File: src/rtl/mc_controller_pkg.sv
// ============================================================================
//  Module      : mc_ctrl_pkg
//  Description : Shared types and encodings for the multicycle RV32I controller.
//  Revision    : 1.0  initial release
// ============================================================================
`default_nettype none

package mc_ctrl_pkg;

  typedef enum logic [3:0] {
    S_FETCH    = 4'd0,
    S_DECODE   = 4'd1,
    S_MEMADR   = 4'd2,
    S_MEMREAD  = 4'd3,
    S_MEMWB    = 4'd4,
    S_MEMWRITE = 4'd5,
    S_EXECR    = 4'd6,
    S_EXECI    = 4'd7,
    S_ALUWB    = 4'd8,
    S_BRANCH   = 4'd9,
    S_JAL      = 4'd10,
    S_LUI      = 4'd11,
    S_AUIPC    = 4'd12
  } state_t;

  localparam logic [6:0] OP_LOAD   = 7'b0000011;
  localparam logic [6:0] OP_STORE  = 7'b0100011;
  localparam logic [6:0] OP_RTYPE  = 7'b0110011;
  localparam logic [6:0] OP_ITYPE  = 7'b0010011;
  localparam logic [6:0] OP_BRANCH = 7'b1100011;
  localparam logic [6:0] OP_JAL    = 7'b1101111;
  localparam logic [6:0] OP_LUI    = 7'b0110111;
  localparam logic [6:0] OP_AUIPC  = 7'b0010111;

  localparam logic [1:0] RES_ALUOUT = 2'b00;
  localparam logic [1:0] RES_RDATA  = 2'b01;
  localparam logic [1:0] RES_ALURES = 2'b10;

  localparam logic [1:0] SRCA_PC    = 2'b00;
  localparam logic [1:0] SRCA_OLDPC = 2'b01;
  localparam logic [1:0] SRCA_RS1   = 2'b10;
  localparam logic [1:0] SRCA_ZERO  = 2'b11;

  localparam logic [1:0] SRCB_RS2   = 2'b00;
  localparam logic [1:0] SRCB_IMM   = 2'b01;
  localparam logic [1:0] SRCB_FOUR  = 2'b10;

  localparam logic [1:0] ALUOP_ADD  = 2'b00;
  localparam logic [1:0] ALUOP_BR   = 2'b01;
  localparam logic [1:0] ALUOP_FUNC = 2'b10;

  localparam logic [2:0] IMM_I = 3'b000;
  localparam logic [2:0] IMM_S = 3'b001;
  localparam logic [2:0] IMM_B = 3'b010;
  localparam logic [2:0] IMM_J = 3'b011;
  localparam logic [2:0] IMM_U = 3'b100;

  function automatic logic [2:0] imm_src(input logic [6:0] op);
    case (op)
      OP_STORE:         return IMM_S;
      OP_BRANCH:        return IMM_B;
      OP_JAL:           return IMM_J;
      OP_LUI, OP_AUIPC: return IMM_U;
      default:          return IMM_I;
    endcase
  endfunction

endpackage

`default_nettype wire

File: src/rtl/mc_controller_if.sv
// ============================================================================
//  Module      : mc_controller_if
//  Description : Controller <-> datapath signal bundle; master is the controller.
//  Revision    : 1.0  initial release
// ============================================================================
`default_nettype none

interface mc_controller_if;
  logic [6:0] op;
  logic [2:0] funct3;
  logic       funct7b5;
  logic       Zero;
  logic       Lt;
  logic       Ltu;
  logic       mem_ready;
  logic       PCWrite;
  logic       AdrSrc;
  logic       MemWrite;
  logic       IRWrite;
  logic       RegWrite;
  logic [1:0] ResultSrc;
  logic [1:0] ALUSrcA;
  logic [1:0] ALUSrcB;
  logic [2:0] ImmSrc;
  logic [3:0] ALUControl;
  logic       illegal;

  modport master (
    input  op, funct3, funct7b5, Zero, Lt, Ltu, mem_ready,
    output PCWrite, AdrSrc, MemWrite, IRWrite, RegWrite, ResultSrc,
           ALUSrcA, ALUSrcB, ImmSrc, ALUControl, illegal
  );

  modport slave (
    output op, funct3, funct7b5, Zero, Lt, Ltu, mem_ready,
    input  PCWrite, AdrSrc, MemWrite, IRWrite, RegWrite, ResultSrc,
           ALUSrcA, ALUSrcB, ImmSrc, ALUControl, illegal
  );
endinterface

`default_nettype wire

File: src/rtl/mc_controller_aludec.sv
// ============================================================================
//  Module      : aludec
//  Description : ALU operation decoder from ALUOp and instruction function bits.
//  Revision    : 1.0  initial release
// ============================================================================
`default_nettype none

module aludec
  import mc_ctrl_pkg::*;
(
  input  logic       opb5_i,
  input  logic [2:0] funct3_i,
  input  logic       funct7b5_i,
  input  logic [1:0] aluop_i,
  output logic [3:0] alucontrol_o
);

  always_comb begin
    alucontrol_o = 4'b0000;
    case (aluop_i)
      ALUOP_ADD: alucontrol_o = 4'b0000;
      ALUOP_BR:  alucontrol_o = 4'b0001;
      default: begin
        case (funct3_i)
          3'b000:  alucontrol_o = (opb5_i & funct7b5_i) ? 4'b0001 : 4'b0000;
          3'b001:  alucontrol_o = 4'b0010;
          3'b010:  alucontrol_o = 4'b0011;
          3'b011:  alucontrol_o = 4'b0100;
          3'b100:  alucontrol_o = 4'b0101;
          3'b101:  alucontrol_o = funct7b5_i ? 4'b0111 : 4'b0110;
          3'b110:  alucontrol_o = 4'b1000;
          default: alucontrol_o = 4'b1001;
        endcase
      end
    endcase
  end

endmodule

`default_nettype wire

File: src/rtl/mc_controller.sv
// ============================================================================
//  Module      : mc_controller
//  Description : Multicycle RV32I control FSM with memory-ready handshake.
//  Revision    : 1.0  initial release
// ============================================================================
`default_nettype none

module mc_controller
  import mc_ctrl_pkg::*;
#(
  parameter bit MEM_WAIT_EN = 1'b1,
  parameter bit BRANCH_FULL = 1'b1
) (
  input  logic           clk,
  input  logic           rst_n,
  mc_controller_if.master bus
);

  state_t     state_q, state_d;
  logic       pc_update, branch, adr_src, mem_write, ir_write, reg_write, ill;
  logic [1:0] res_src, src_a, src_b, alu_op;
  logic       take, bad_f3, mem_wait;

  assign mem_wait = MEM_WAIT_EN && !bus.mem_ready;

  always_ff @(posedge clk or negedge rst_n) begin
    if (!rst_n) state_q <= S_FETCH;
    else        state_q <= state_d;
  end

  always_comb begin
    take   = 1'b0;
    bad_f3 = 1'b0;
    if (BRANCH_FULL) begin
      case (bus.funct3)
        3'b000:  take = bus.Zero;
        3'b001:  take = !bus.Zero;
        3'b100:  take = bus.Lt;
        3'b101:  take = !bus.Lt;
        3'b110:  take = bus.Ltu;
        3'b111:  take = !bus.Ltu;
        default: bad_f3 = 1'b1;
      endcase
    end else begin
      take = bus.Zero;
    end
  end

  always_comb begin
    state_d   = state_q;
    pc_update = 1'b0;
    branch    = 1'b0;
    adr_src   = 1'b0;
    mem_write = 1'b0;
    ir_write  = 1'b0;
    reg_write = 1'b0;
    ill       = 1'b0;
    res_src   = RES_ALUOUT;
    src_a     = SRCA_PC;
    src_b     = SRCB_RS2;
    alu_op    = ALUOP_ADD;
    case (state_q)
      S_FETCH: begin
        src_a   = SRCA_PC;
        src_b   = SRCB_FOUR;
        res_src = RES_ALURES;
        if (!mem_wait) begin
          ir_write  = 1'b1;
          pc_update = 1'b1;
          state_d   = S_DECODE;
        end
      end
      S_DECODE: begin
        // Precompute the branch/jump target into ALUOut.
        src_a = SRCA_OLDPC;
        src_b = SRCB_IMM;
        case (bus.op)
          OP_LOAD, OP_STORE: state_d = S_MEMADR;
          OP_RTYPE:          state_d = S_EXECR;
          OP_ITYPE:          state_d = S_EXECI;
          OP_BRANCH:         state_d = S_BRANCH;
          OP_JAL:            state_d = S_JAL;
          OP_LUI:            state_d = S_LUI;
          OP_AUIPC:          state_d = S_AUIPC;
          default: begin
            ill     = 1'b1;
            state_d = S_FETCH;
          end
        endcase
      end
      S_MEMADR: begin
        src_a   = SRCA_RS1;
        src_b   = SRCB_IMM;
        state_d = bus.op[5] ? S_MEMWRITE : S_MEMREAD;
      end
      S_MEMREAD: begin
        adr_src = 1'b1;
        if (!mem_wait) state_d = S_MEMWB;
      end
      S_MEMWB: begin
        res_src   = RES_RDATA;
        reg_write = 1'b1;
        state_d   = S_FETCH;
      end
      S_MEMWRITE: begin
        adr_src   = 1'b1;
        mem_write = 1'b1;
        if (!mem_wait) state_d = S_FETCH;
      end
      S_EXECR: begin
        src_a   = SRCA_RS1;
        src_b   = SRCB_RS2;
        alu_op  = ALUOP_FUNC;
        state_d = S_ALUWB;
      end
      S_EXECI: begin
        src_a   = SRCA_RS1;
        src_b   = SRCB_IMM;
        alu_op  = ALUOP_FUNC;
        state_d = S_ALUWB;
      end
      S_LUI: begin
        src_a   = SRCA_ZERO;
        src_b   = SRCB_IMM;
        state_d = S_ALUWB;
      end
      S_AUIPC: begin
        src_a   = SRCA_OLDPC;
        src_b   = SRCB_IMM;
        state_d = S_ALUWB;
      end
      S_ALUWB: begin
        reg_write = 1'b1;
        state_d   = S_FETCH;
      end
      S_BRANCH: begin
        src_a   = SRCA_RS1;
        src_b   = SRCB_RS2;
        alu_op  = ALUOP_BR;
        branch  = 1'b1;
        ill     = bad_f3;
        state_d = S_FETCH;
      end
      S_JAL: begin
        // PC takes the DECODE target while ALUResult forms the link value.
        src_a     = SRCA_OLDPC;
        src_b     = SRCB_FOUR;
        pc_update = 1'b1;
        state_d   = S_ALUWB;
      end
      default: state_d = S_FETCH;
    endcase
  end

  assign bus.PCWrite   = rst_n & (pc_update | (branch & take));
  assign bus.IRWrite   = rst_n & ir_write;
  assign bus.RegWrite  = rst_n & reg_write;
  assign bus.MemWrite  = rst_n & mem_write;
  assign bus.illegal   = rst_n & ill;
  assign bus.AdrSrc    = adr_src;
  assign bus.ResultSrc = res_src;
  assign bus.ALUSrcA   = src_a;
  assign bus.ALUSrcB   = src_b;
  assign bus.ImmSrc    = imm_src(bus.op);

  aludec u_aludec (
    .opb5_i       (bus.op[5]),
    .funct3_i     (bus.funct3),
    .funct7b5_i   (bus.funct7b5),
    .aluop_i      (alu_op),
    .alucontrol_o (bus.ALUControl)
  );

endmodule

`default_nettype wire

File: src/flat_wrapper.sv
// flat-port wrapper written by rule: the top's interface ports become plain ports
module mc_controller_flat import mc_ctrl_pkg::*;
#(
  parameter bit MEM_WAIT_EN = 1'b1,
  parameter bit BRANCH_FULL = 1'b1
)
  (clk, rst_n, bus_op, bus_funct3, bus_funct7b5, bus_Zero, bus_Lt, bus_Ltu, bus_mem_ready, bus_PCWrite, bus_AdrSrc, bus_MemWrite, bus_IRWrite, bus_RegWrite, bus_ResultSrc, bus_ALUSrcA, bus_ALUSrcB, bus_ImmSrc, bus_ALUControl, bus_illegal);
  mc_controller_if bus_i ();
  input  logic clk;
  input  logic rst_n;
  input wire logic [$bits(bus_i.op)-1:0] bus_op;
  input wire logic [$bits(bus_i.funct3)-1:0] bus_funct3;
  input wire logic [$bits(bus_i.funct7b5)-1:0] bus_funct7b5;
  input wire logic [$bits(bus_i.Zero)-1:0] bus_Zero;
  input wire logic [$bits(bus_i.Lt)-1:0] bus_Lt;
  input wire logic [$bits(bus_i.Ltu)-1:0] bus_Ltu;
  input wire logic [$bits(bus_i.mem_ready)-1:0] bus_mem_ready;
  output wire logic [$bits(bus_i.PCWrite)-1:0] bus_PCWrite;
  output wire logic [$bits(bus_i.AdrSrc)-1:0] bus_AdrSrc;
  output wire logic [$bits(bus_i.MemWrite)-1:0] bus_MemWrite;
  output wire logic [$bits(bus_i.IRWrite)-1:0] bus_IRWrite;
  output wire logic [$bits(bus_i.RegWrite)-1:0] bus_RegWrite;
  output wire logic [$bits(bus_i.ResultSrc)-1:0] bus_ResultSrc;
  output wire logic [$bits(bus_i.ALUSrcA)-1:0] bus_ALUSrcA;
  output wire logic [$bits(bus_i.ALUSrcB)-1:0] bus_ALUSrcB;
  output wire logic [$bits(bus_i.ImmSrc)-1:0] bus_ImmSrc;
  output wire logic [$bits(bus_i.ALUControl)-1:0] bus_ALUControl;
  output wire logic [$bits(bus_i.illegal)-1:0] bus_illegal;
  assign bus_i.op = bus_op;
  assign bus_i.funct3 = bus_funct3;
  assign bus_i.funct7b5 = bus_funct7b5;
  assign bus_i.Zero = bus_Zero;
  assign bus_i.Lt = bus_Lt;
  assign bus_i.Ltu = bus_Ltu;
  assign bus_i.mem_ready = bus_mem_ready;
  assign bus_PCWrite = bus_i.PCWrite;
  assign bus_AdrSrc = bus_i.AdrSrc;
  assign bus_MemWrite = bus_i.MemWrite;
  assign bus_IRWrite = bus_i.IRWrite;
  assign bus_RegWrite = bus_i.RegWrite;
  assign bus_ResultSrc = bus_i.ResultSrc;
  assign bus_ALUSrcA = bus_i.ALUSrcA;
  assign bus_ALUSrcB = bus_i.ALUSrcB;
  assign bus_ImmSrc = bus_i.ImmSrc;
  assign bus_ALUControl = bus_i.ALUControl;
  assign bus_illegal = bus_i.illegal;
  mc_controller #(.MEM_WAIT_EN(MEM_WAIT_EN), .BRANCH_FULL(BRANCH_FULL)) u_core (.clk(clk), .rst_n(rst_n), .bus(bus_i));
endmodule
File: config.mk
export PLATFORM = sky130hd
export DESIGN_NAME = mc_controller_flat
export DESIGN_NICKNAME = d
export VERILOG_FILES = /design/src/rtl/mc_controller_pkg.sv /design/src/rtl/mc_controller_if.sv /design/src/rtl/mc_controller_aludec.sv /design/src/rtl/mc_controller.sv /design/src/flat_wrapper.sv
export SDC_FILE = /design/constraint.sdc
export NUM_CORES = 1
export LEC_CHECK = 0
export ABC_CLOCK_PERIOD_IN_PS = 1700
export BUFFER_PORTS_ARGS = -buffer_cell sky130_fd_sc_hd__clkbuf_2
export CAP_MARGIN = 15
export CORE_UTILIZATION = 33
export DETAILED_ROUTE_END_ITERATION = 12
export PLACE_DENSITY = 0.57
export SLEW_MARGIN = 10
export SYNTH_ARGS = -nofsm -noshare
export SYNTH_HDL_FRONTEND = slang
export SYNTH_SLANG_ARGS = --single-unit
File: constraint.sdc
create_clock -name clk -period 1.7 [get_ports clk]
set_input_delay 0.17 -clock clk [delete_from_list [all_inputs] [get_ports clk]]
set_output_delay 0.17 -clock clk [all_outputs]
set_load 0.1 [all_outputs]
==> qor.txt <==
status - complete, but fails checks
failing checks - setup timing
Vias - 1017
ANT cells - 0
FF+latch count, synth - 4
Gate Count Post-Synth - 110
peak fanout along the critical path - 4
die footprint - 2640 um2
Tot GR Track Use - 0.213
placed insts - 178
Worst-Margin Slew - 0.377 ns
cells taking the most area after synthesis - dfrtp_1 (12%), buf_6 (7.0%), nand2_1 (5.6%), nor2b_1 (5.5%), nor2_1 (4.2%)
nets - 180
Leakage Power - 0.000671 uW
CP Data Required Time - 1.53 ns
Max Cap Viol - 0
Post-synth EDFFs - 0
crit start category - register
Initial Util - 0.356
Final HPWL DP - 1960 um
Worst Setup End Kind - output pin
Area growth syn-to-layout - 96.9%
dominant synthesized flop cell - dfrtp_1
Yosys cell types - 44
vias in the first global route - 993
layout cell share with drive strength beyond 1 - 0.609
first-pass GRT wire length - 4350 um
die width - 51.3 um
fin crit period - 1.88 ns
final worst-path cycle share - 1.11
PD cells - 393 nW/um2
Peak VDD IR - 0.451 mV
max-slew violations - 0
drt via density - 5.38
io pins - 36
fmax - 531 MHz
GRT Residual Overflow - 0
Clock transition at path regs - 0.04 ns
unrepaired setup endpoints after global routing - true
largest area contributor in the netlist - dfrtp_1
GR Util met1 - 0.260
initial antenna violation count - 0
most frequent cell after synthesis - nand2_1
sequential area share after synthesis - 0.125
largest net degree at the start of global routing - 12
die height - 51.3 um
final worst clock skew - 0.00449 ns
Hold WC Path Type - in -> async
fin cells - 189
Post-synth top cells - nand2_1 (12), nor2_1 (9), nor2b_1 (7)
ANT nets after route - 0
largest reg by FF count - u_core.state_q
TNS Setup - -0.706 ns
number of flip-flops in the largest register - 4
area of the mapped netlist - 803 um2
routed len/inst - 13.3 um
met3 Resource Use GR - 0.0268
GP Congestion - 0.832
post-synthesis async set-or-reset flop share - 1.00
setup ws final - -0.184 ns
CP Class - reg -> out
CTS tree - built
syn_nets - 127
clk root buf - clkbuf_4
CTS sink count - 4
DR DRC count - 0
final setup fails - 6
GRT busiest layer - met2
biggest regs - u_core.state_q x4
met2 GRT Util - 0.410
worst path arrival time - 1.71 ns
drt pass-1 iters - 4
clk buf depth - 2
CTS Buf Count - 3
Synth warnings - 0
routed wire length - 2520 um
Worst-Skew Late Latency - 0.24 ns
H-tree Lvls - 1
core box area - 2250 um2
synthesized area per cell - 7.30 um2
top cell type's share of synthesized area - 0.125
Slew HR - 0.748
Port-buffer cells - 35
initial DRC count - 9
# rows - 17
Final Hold Fails - 0
## per-layer routing
metal / vias to the layer above / share of wire
met4: 0 / 0.0044
met2: 23 / 0.54
met1: 489 / 0.42
li1: 502 / -
met3: 3 / 0.032
met5: - / 0
## through the flow
| stage | power [uW] | area [um2] | hold slack [ns] | utilization | setup WS (ns) |
|---|---|---|---|---|---|
| finish | 622 | 1580 | 0.316 | 0.701 | -0.184 |
| global route | 656 | 1580 | 0.342 | 0.701 | -0.265 |
| CTS | 610 | 1520 | 0.316 | 0.673 | -0.159 |
| detailed placement | 484 | 1430 | 0.0248 | 0.635 | 0.0887 |
| global placement | 479 | 1430 | 0.0228 | 0.635 | 0.109 |
| floorplan | 362 | 921 | -0.126 | - | -0.185 |
## final timing paths
| path | to | slack (ns) | from | depth (start not counted) |
|---|---|---|---|---|
| min reg2reg | u_core.state_q[3] | 0.68 | u_core.state_q[1] | 2 |
| min in group clk | u_core.state_q[0] | 0.34 | bus_op[5] | 3 |
| max in group asynchronous | u_core.state_q[0] | 1.18 | rst_n | 2 |
| max reg2reg | u_core.state_q[1] | 0.17 | u_core.state_q[2] | 5 |
| min | u_core.state_q[1] | 0.32 | rst_n | 2 |
| max | bus_PCWrite | -0.18 | u_core.state_q[1] | 5 |
## cells in the final DEF, fill, tap and decap left out, types with 3 or more instances in the layout
cell / instances
xnor2_1: 3
buf_4: 18
inv_1: 4
nor2_4: 5
buf_12: 19
nor2_1: 3
clkbuf_2: 16
a21oi_1: 3
o21ai_0: 3
clkbuf_4: 3
nor2b_1: 5
o21ai_2: 3
nand2_1: 11
## kinds of logic (layout without fill, tap and decap cells)
logic type	after synthesis	after routing	share of synthesized area
simple gates	53	53	0.375
flops	4	4	0.125
compound gates	30	30	0.260
xor+xnor	6	6	0.0654
mux	4	4	0.0530
buf+inv	13	64	0.121
## area by class of cell
cell class                      count  area [um2]
Timing Repair Buffer               56         628
Inverter                            5        18.8
Fill cell                         180         673
Clock buffer                        3        22.5
Sequential cell                     4         103
Multi-Input combinational cell     93         774
Tap cell                           28        35.0
## where the power goes
group | leakage (uW) | switching, uW | internal (uW)
combinational | 0.000606 | 240 | 158
sequential | 0.0000512 | 5.23 | 99.2
clock | 0.0000138 | 40.3 | 79.0
## repair_timing
| item | CTS | global route |
|---|---|---|
| endpoints found under the hold margin | 4 | 0 |
| gates resized for setup | 7 | 10 |
| endpoints found under the setup margin | 5 | 12 |
| setup buffers | 4 | 3 |
| hold buffers | 1 | 0 |
| pin swaps | 1 | 7 |
## worst max-delay path: stages (launching register included)
cell and delay, ns:
dfrtp_1 0.39, or3b_1 0.40, a211oi_2 0.26, o21ai_2 0.10, nor2_4 0.13, buf_12 0.18
Note: power is estimated with default switching activity, not from simulation.
